==> config.mk <==
export PLATFORM = sky130hd
export DESIGN_NAME = vga_scanout
export DESIGN_NICKNAME = d
export VERILOG_FILES = /design/src/rtl/vga_scanout.sv
export SDC_FILE = /design/constraint.sdc
export NUM_CORES = 1
export LEC_CHECK = 0
export CORE_MARGIN = 2
export CORE_UTILIZATION = 60
export CTS_BUF_LIST = sky130_fd_sc_hd__clkbuf_4 sky130_fd_sc_hd__clkbuf_8
export DETAILED_ROUTE_END_ITERATION = 8
export HOLD_SLACK_MARGIN = 0.1
export PLACE_DENSITY = 0.82
export SLEW_MARGIN = 25
export SYNTH_ARGS = -nofsm -noshare
export SYNTH_HDL_FRONTEND = slang
export SYNTH_SLANG_ARGS = --single-unit
==> constraint.sdc <==
create_clock -name clk_i -period 4.5 [get_ports clk_i]
set_clock_uncertainty 0.2 [all_clocks]
set_input_delay 0.45 -clock clk_i [delete_from_list [all_inputs] [get_ports clk_i]]
set_output_delay 0.45 -clock clk_i [all_outputs]
set_load 0.05 [all_outputs]
==> src/rtl/vga_scanout.sv <==
// VGA raster timing generator with a small pixel FIFO in front of registered RGB444/sync pads.
// Optional build macro VGA_SCANOUT_TESTPAT_EN adds testpat_i, which replaces active pixels with 8 vertical colour bars.
module vga_scanout #(
    parameter int H_ACTIVE   = 640,
    parameter int H_FP       = 16,
    parameter int H_SYNC     = 96,
    parameter int H_BP       = 48,
    parameter int V_ACTIVE   = 480,
    parameter int V_FP       = 10,
    parameter int V_SYNC     = 2,
    parameter int V_BP       = 33,
    parameter int PIX_DIV    = 2,
    parameter int FIFO_DEPTH = 16,
    parameter bit SYNC_POL   = 1'b0
) (
    input  logic        clk_i,
    input  logic        rst_i,
    input  logic        enable_i,
`ifdef VGA_SCANOUT_TESTPAT_EN
    input  logic        testpat_i,
`endif
    input  logic [11:0] pix_data_i,
    input  logic        pix_valid_i,
    output logic        pix_ready_o,
    output logic        frame_start_o,
    output logic        underrun_o,
    output logic [3:0]  R_o,
    output logic [3:0]  G_o,
    output logic [3:0]  B_o,
    output logic        hSYNC_o,
    output logic        vSYNC_o
);
    localparam int H_TOTAL = H_ACTIVE + H_FP + H_SYNC + H_BP;
    localparam int V_TOTAL = V_ACTIVE + V_FP + V_SYNC + V_BP;
    localparam int HW      = $clog2(H_TOTAL);
    localparam int VW      = $clog2(V_TOTAL);
    localparam int DW      = (PIX_DIV > 1) ? $clog2(PIX_DIV) : 1;
    localparam int AW      = $clog2(FIFO_DEPTH);
    localparam int CW      = AW + 1;

    logic [DW-1:0] div_reg;
    logic [HW-1:0] h_reg, h_next;
    logic [VW-1:0] v_reg, v_next;
    logic          enable_prev_reg;
    logic          tick, active, hs_on, vs_on;
    logic          frame_start_next, flush;

    logic [11:0]   mem [FIFO_DEPTH];
    logic [AW-1:0] wr_ptr_reg, rd_ptr_reg;
    logic [CW-1:0] count_reg;
    logic          full, empty, push, pop;
    logic [11:0]   pix_rgb;
    logic          starve;

    logic [11:0]   rgb_reg;
    logic          hsync_reg, vsync_reg, frame_start_reg, underrun_reg;

    assign tick   = (div_reg == DW'(PIX_DIV - 1));
    assign active = (h_reg < HW'(H_ACTIVE)) && (v_reg < VW'(V_ACTIVE));
    assign hs_on  = (h_reg >= HW'(H_ACTIVE + H_FP)) && (h_reg < HW'(H_ACTIVE + H_FP + H_SYNC));
    assign vs_on  = (v_reg >= VW'(V_ACTIVE + V_FP)) && (v_reg < VW'(V_ACTIVE + V_FP + V_SYNC));

    always_comb begin
        h_next = h_reg + 1'b1;
        v_next = v_reg;
        if (h_reg == HW'(H_TOTAL - 1)) begin
            h_next = '0;
            v_next = (v_reg == VW'(V_TOTAL - 1)) ? '0 : v_reg + 1'b1;
        end
    end

    // A frame starts either on enable rising or when the raster wraps into vblank.
    assign frame_start_next = enable_i &&
        (!enable_prev_reg || (tick && h_next == '0 && v_next == VW'(V_ACTIVE)));
    assign flush = !enable_i || frame_start_next;

    always_ff @(posedge clk_i) begin
        if (rst_i || !enable_i) begin
            div_reg <= '0;
            h_reg   <= '0;
            v_reg   <= VW'(V_ACTIVE);
        end else if (tick) begin
            div_reg <= '0;
            h_reg   <= h_next;
            v_reg   <= v_next;
        end else begin
            div_reg <= div_reg + 1'b1;
        end
    end

    always_ff @(posedge clk_i) begin
        if (rst_i) enable_prev_reg <= 1'b0;
        else       enable_prev_reg <= enable_i;
    end

    assign full        = (count_reg == CW'(FIFO_DEPTH));
    assign empty       = (count_reg == '0);
    assign pix_ready_o = enable_i && !full;
    assign push        = pix_valid_i && pix_ready_o && !flush;
    assign pop         = enable_i && tick && active && !empty;

    always_ff @(posedge clk_i) begin
        if (push) mem[wr_ptr_reg] <= pix_data_i;
    end

    always_ff @(posedge clk_i) begin
        if (rst_i || flush) begin
            wr_ptr_reg <= '0;
            rd_ptr_reg <= '0;
            count_reg  <= '0;
        end else begin
            if (push) wr_ptr_reg <= wr_ptr_reg + 1'b1;
            if (pop)  rd_ptr_reg <= rd_ptr_reg + 1'b1;
            count_reg <= count_reg + CW'(push) - CW'(pop);
        end
    end

`ifdef VGA_SCANOUT_TESTPAT_EN
    logic [2:0]  bar;
    logic [11:0] bar_rgb;
    assign bar     = 3'((32'(h_reg) * 8) / H_ACTIVE);
    assign bar_rgb = {{4{bar[0]}}, {4{bar[1]}}, {4{bar[2]}}};
`endif

    // Colour for an active tick; an empty FIFO shows black and counts as starvation.
    always_comb begin
        pix_rgb = empty ? 12'h000 : mem[rd_ptr_reg];
        starve  = empty;
`ifdef VGA_SCANOUT_TESTPAT_EN
        if (testpat_i) begin
            pix_rgb = bar_rgb;
            starve  = 1'b0;
        end
`endif
    end

    always_ff @(posedge clk_i) begin
        if (rst_i || !enable_i) begin
            rgb_reg         <= '0;
            hsync_reg       <= ~SYNC_POL;
            vsync_reg       <= ~SYNC_POL;
            frame_start_reg <= 1'b0;
            underrun_reg    <= 1'b0;
        end else begin
            frame_start_reg <= frame_start_next;
            if (tick) begin
                hsync_reg <= hs_on ? SYNC_POL : ~SYNC_POL;
                vsync_reg <= vs_on ? SYNC_POL : ~SYNC_POL;
                rgb_reg   <= active ? pix_rgb : 12'h000;
                if (active && starve) underrun_reg <= 1'b1;
            end
        end
    end

    assign R_o           = rgb_reg[11:8];
    assign G_o           = rgb_reg[7:4];
    assign B_o           = rgb_reg[3:0];
    assign hSYNC_o       = hsync_reg;
    assign vSYNC_o       = vsync_reg;
    assign frame_start_o = frame_start_reg;
    assign underrun_o    = underrun_reg;
endmodule

==> results of run 1 <==
-- power breakdown --
| part | internal, mW | switching, mW | leakage (nW) |
|---|---|---|---|
| logic | 0.0224 | 0.0524 | 1.16 |
| clock network | 1.01 | 0.839 | 0.409 |
| registers | 2.46 | 0.00326 | 2.17 |
-- cell type report --
class | count | area (um2)
multi-input combinational | 349 | 3240
clock inverter | 11 | 61.3
inverter | 13 | 48.8
timing repair buffer | 53 | 478
clock buffer | 60 | 707
sequential | 247 | 6880
fill | 1026 | 4950
tap | 220 | 275
-- kinds of logic (layout without fill, tap and decap cells) --
group,after synthesis,after routing,share of synthesized area (%)
flops,247,247,67.1
compound gates,84,84,5.66
buf+inv,55,137,2.27
simple gates,164,164,9.02
fa+ha+maj,17,17,2.15
mux,65,65,12.2
xor+xnor,19,19,1.63
-- cells in the final DEF, fill, tap and decap left out, types with 3 or more instances in the layout --
master	synthesis	layout
nand2_1	28	28
nand3_1	16	16
nor2_1	33	33
a22o_1	12	12
a21o_1	4	4
nor3_1	16	16
a21oi_1	25	25
nor4b_2	1	13
clkbuf_8	0	41
clkbuf_4	0	19
edfxtp_1	192	192
buf_4	2	21
a211oi_1	15	15
clkinv_1	0	7
dfxtp_1	55	51
inv_1	13	13
nand3b_1	4	4
o21ai_0	13	13
mux4_2	48	48
xor2_1	13	13
mux2i_1	17	17
nor2b_1	16	16
and4_1	3	3
nand4_1	7	7
xnor2_1	6	6
ha_1	16	16
dfxtp_4	0	3
and2_1	4	4
nor4_2	0	4
clkdlybuf4s50_1	0	32
and3_1	5	5
-- how the worst max path moves through the flow --
| stage | end | cells past startpoint | slack, ps |
|---|---|---|---|
| floorplan | mem[11][0] | 6 | 360 |
| global placement | count_reg[4] | 16 | 680 |
| detailed placement | count_reg[4] | 16 | 510 |
| CTS | count_reg[4] | 16 | 510 |
| global route | count_reg[4] | 16 | 140 |
| finish | count_reg[4] | 16 | 510 |
-- synth_stat cells (14+ instances only) --
cell,n
ha_1,16
mux2i_1,17
dfxtp_1,55
edfxtp_1,192
nor2b_1,16
a211oi_1,15
mux4_2,48
nand2_1,28
nor2_1,33
nor3_1,16
nand3_1,16
clkbuf_1,24
buf_2,14
a21oi_1,25
-- metrics by stage --
step / total power [mW] / cell area, um2 / std cells / hold slack [ps]
6_report: 4.38 / 11700 / 953 / 283
5_1_grt: 4.51 / 11700 / 953 / 307
4_1_cts: 4.42 / 11700 / 953 / 284
3_5_place_dp: 2.58 / 10900 / 882 / 265
3_3_place_gp: 2.58 / 10900 / 882 / 252
2_1_floorplan: 2.54 / 10200 / 651 / 294
-- per-layer routing --
metal	part of all wire (%)	vias up	wire [um]	GRT usage [%]
met5	0	-	0	0
met4	1.6	0	332	7.19
met3	7.2	42	1500	5.71
met2	50	200	10500	39.4
met1	41	2969	8580	32.0
li1	-	2671	-	-
==> results.py, run 1 <==
metrics = {
    "route": {
        "viasPerCell": 6.17,
        "drt_iter0_markers": 555,
        "wl_per_cell_um": 22.0,
        "ant_nets": 0,
        "first_pass_iters": 5,
        "wl_um": 20900,
        "num_vias": 5882,
        "drc": 0,
    },
    "placement": {
        "port_buffers": 32,
        "routabilityCongestion": 0.838,
        "hpwl_um": 12700,
        "pre_cts_slack_ps": 514,
    },
    "sta": {
        "min_period_over_period_pct": 88.7,
        "grt_setup_unrepaired": "no",
        "hold_viol_final": 0,
        "finalSetupTns_ps": 0,
        "worst_slack_ps": 508,
        "slew_violations": 0,
        "fmax_mhz": 250,
        "finalCriticalPeriod_ps": 3990,
        "slew_headroom_pct": 31.7,
        "tightest_slew_ps": 1020,
        "report.final.setup_viol": 0,
    },
    "grt": {
        "grt_pass1_wl_um": 32500,
        "grt_pass1_vias": 6083,
        "grt_max_degree": 49,
        "antenna_found_initial": 0,
        "globalRoute.totalOverflow": 0,
        "grt_usage_pct": 23.9,
    },
    "power_and_ir_drop": {
        "power_leakage_nw": 3.74,
        "peakVddDrop_uv": 363,
        "cellPowerDensity_nw_per_um2": 375,
    },
    "floorplan": {
        "dieArea_um2": 18100,
        "core_area_um2": 16600,
        "io_pins": 33,
        "initial_utilization_pct": 61.5,
        "die_h_um": 135,
        "fp.dieW_um": 135,
        "placementRows": 47,
    },
    "worst_setup_path": {
        "end_kind": "flop",
        "r2r_end": "count_reg[4]",
        "r2r_start": "h_reg[0]",
        "cpPeakStageDelay_ps": 480,
        "worstPathMaxFanout": 15,
        "crit_start": "h_reg[0]",
        "r2r_cells": 16,
        "setup.worst_path.class": "flop to flop",
        "worst-path-buf-inv": 1,
        "cpMostUsedCell": "ha_1",
        "worst_path_dominant_cell_family": "simple AND/OR/NAND/NOR gates",
        "r2r_slack_ps": 510,
        "crit_path_top_delay_cell": "and3_1",
        "worstSetupStartpointType": "flop",
        "required_ps": 4720,
        "worstPathArrival_ps": 4210,
        "crit_path_cell_trace": "ha_1, and4_4, and3_1, a21o_1, o2111ai_1, nor4_4, nand3b_1, ha_1, inv_1, ha_1, fa_1, a21oi_1, nor2_1, nor2_1, xnor2_1, nor3_1",
    },
    "min_path": {
        "whs_path_depth": 1,
        "hold_path_end": "rgb_reg[5]",
        "hold_path.class": "flop to flop",
        "holdCritStartpoint": "rgb_reg[5]",
    },
    "final_layout": {
        "final_layout_size_suffix_gt1_share_pct": 21.7,
        "largest_reg_flops": 192,
        "n_antenna_cell": 0,
        "final_nets": 736,
        "utilization_pct": 70.2,
        "area.growth.synth_to_final_pct": 14.2,
    },
    "yosys": {
        "synth_area_um2": 10200,
        "yosys_warnings": 0,
        "synthArstFlopShare_pct": 0,
        "ys_types": 53,
        "synth-seq-area-share_pct": 67.1,
        "synth_area_leaders": "edfxtp_1 (56%), dfxtp_1 (11%), mux4_2 (11%)",
        "syn_nets": 684,
        "synth_cells": 651,
        "synth_largest_area_cell": "edfxtp_1",
        "ys_ff_latch": 247,
        "synth_ff_type": "edfxtp_1",
        "post-synth-top-area-fraction_pct": 56.3,
        "synth_edf_count": 192,
        "synth.avg_cell_area_um2": 15.7,
    },
    "clocking": {
        "insertion_delay_ps": 550,
        "tritoncts": "built",
        "cts_setup_buffers": 0,
        "clockRootBuffer": "clkbuf_8",
        "cts-resized-gates": 0,
        "cts_buffers": 39,
        "clkTransAtPathRegs_ps": 60,
        "clkSinkCount": 247,
        "cts_max_path_buffers": 3,
        "postCtsHoldBufs": 0,
        "cts_max_level": 2,
    },
    "run": {
        "maxCapViolCount": 0,
    },
    "run_status": {
        "status": "finished clean",
    },
}
No activity file was read; power rests on OpenSTA's default activity.
==> run 2: changes to the inputs <==
- CTS_CLUSTER_DIAMETER: not set -> 40
==> run 2 against run 1 <==
Via count up 0.97%. Clock power up 7%. Die area unchanged. Power rose by 3.1%. Setup slack worse by 100 ps. Count of clock-buffer cells in the layout shrank 1. Non-clock buffer count is the same. Wire length barely moved.
==> results.py, run 2 (synthesis gave the netlist of run 1 again) <==
metrics = {
    "run_status": {
        "status": "finished clean",
    },
    "grt": {
        "grt_pass1_wl_um": 32600,
        "grt_pass1_vias": 6089,
        "antenna_found_initial": 0,
        "globalRoute.totalOverflow": 0,
        "grt_max_degree": 49,
        "grt_usage_pct": 24.0,
    },
    "route": {
        "first_pass_iters": 5,
        "drc": 0,
        "drt_iter0_markers": 577,
        "viasPerCell": 6.23,
        "wl_um": 20900,
        "ant_nets": 0,
        "num_vias": 5939,
        "wl_per_cell_um": 22.0,
    },
    "power_and_ir_drop": {
        "clkPwrFrac_pct": 43.9,
        "p_int_mw": 3.62,
        "p_comb_share_pct": 1.7,
        "p_sw_uw": 903,
        "power_leakage_nw": 3.77,
        "switching_share_pct": 20.0,
        "peakVddDrop_uv": 356,
        "pwr-share-seq_pct": 54.5,
        "cellPowerDensity_nw_per_um2": 384,
    },
    "clocking": {
        "cts_buffers": 39,
        "tritoncts": "built",
        "postCtsHoldBufs": 0,
        "cts_setup_buffers": 0,
        "clkTransAtPathRegs_ps": 60,
        "clkSinkCount": 247,
        "cts_max_level": 2,
        "cts-resized-gates": 0,
        "clockRootBuffer": "clkbuf_8",
        "insertion_delay_ps": 550,
        "cts_max_path_buffers": 3,
    },
    "min_path": {
        "hold_path.class": "flop to flop",
        "holdCritStartpoint": "rgb_reg[5]",
    },
    "sta": {
        "finalCriticalPeriod_ps": 4100,
        "slew_violations": 0,
        "hold_viol_final": 0,
        "fmax_mhz": 244,
        "slew_headroom_pct": 31.0,
        "tightest_slew_ps": 1030,
        "finalSetupTns_ps": 0,
        "grt_setup_unrepaired": "no",
        "min_period_over_period_pct": 91.0,
        "worst_slack_ps": 404,
        "report.final.setup_viol": 0,
    },
    "final_layout": {
        "largest_reg_flops": 192,
        "design_area_um2": 11800,
        "layout_common_cells": "edfxtp_1 (192), dfxtp_1 (51), mux4_2 (48)",
        "final_nets": 736,
        "final_layout_size_suffix_gt1_share_pct": 21.8,
        "n_fill_cell": 1017,
        "n_antenna_cell": 0,
        "area.growth.synth_to_final_pct": 14.8,
        "fin_cells": 953,
        "final_common_cell": "edfxtp_1",
    },
    "floorplan": {
        "dieArea_um2": 18100,
        "placementRows": 47,
        "die_h_um": 135,
        "fp.dieW_um": 135,
        "core_area_um2": 16600,
        "initial_utilization_pct": 61.5,
        "io_pins": 33,
    },
    "worst_setup_path": {
        "worstPathArrival_ps": 4310,
        "r2r_start": "h_reg[0]",
        "crit_start": "h_reg[0]",
        "worstPathMaxFanout": 15,
        "required_ps": 4720,
        "setup.worst_path.class": "flop to flop",
        "end_kind": "flop",
        "worstSetupStartpointType": "flop",
    },
    "run": {
        "maxCapViolCount": 0,
    },
    "placement": {
        "port_buffers": 32,
        "pre_cts_slack_ps": 514,
        "hpwl_um": 12700,
        "dp_cells": 882,
        "placed_cell_area_um2": 10900,
        "routabilityCongestion": 0.838,
    },
}
==> run 2: changes by cell type in the layout (fill, tap and decap cells not counted) <==
| cell | previous run | this run |
|---|---|---|
| clkinv_1 | 7 | 6 |
| clkbuf_8 | 41 | 43 |
| clkbuf_4 | 19 | 16 |
| bufinv_16 | 0 | 2 |
| clkinv_2 | 1 | 0 |
| clkinvlp_4 | 1 | 2 |
==> run 2: metal layers <==
layer  routed length, um  track usage, %  vias to the layer above
met5                   0               0                        -
met4                 455            7.31                        0
met3                1560            5.26                       41
met2               10300            39.3                      228
met1                8610            32.7                     3001
li1                    -               -                     2669
==> run 2: power groups by stage <==
stage / logic (mW) / clock network, mW / registers (mW)
after floorplan: 0.0263 / 0 / 2.51
after global placement: 0.0700 / 0 / 2.51
after detailed placement: 0.0745 / 0 / 2.51
after CTS: 0.0751 / 2.01 / 2.46
after global routing: 0.0817 / 2.10 / 2.46
final: 0.0751 / 1.98 / 2.46
==> run 2: layout make-up <==
class                           count  area, um2  share of cell area (%)
Timing Repair Buffer               53        478                    4.07
Clock buffer                       59        712                    6.06
Sequential cell                   247       6880                    58.5
Tap cell                          220        275                    2.34
Multi-Input combinational cell    349       3240                    27.6
Clock inverter                     12        120                    1.02
Inverter                           13       48.8                   0.415
==> run 2: worst paths after layout <==
check / to / slack (ps) / depth (start not counted)
worst min-delay path: rgb_reg[5] / 280 / 1
worst max-delay path: count_reg[4] / 400 / 16
worst min register to register: rgb_reg[5] / 280 / 1
worst max register to register: count_reg[4] / 400 / 16
==> run 2: critical path, stage by stage, from the launching register on <==
cell       delay (ps)
dfxtp_1           460
ha_1              280
and4_4            260
and3_1            480
a21o_1            180
o2111ai_1         200
nor4_4            410
nand3b_1          170
ha_1              140
inv_1              40
ha_1              200
fa_1              410
a21oi_1           160
nor2_1             50
nor2_1            120
xnor2_1           130
nor3_1             60
==> run 2: through the flow <==
stage          hold slack (ps)  power (mW)  util, %
2_1_floorplan              294        2.54        -
3_3_place_gp               252        2.58     65.6
3_5_place_dp               265        2.58     65.6
4_1_cts                    285        4.55     70.6
5_1_grt                    307        4.64     70.6
6_report                   284        4.52     70.6
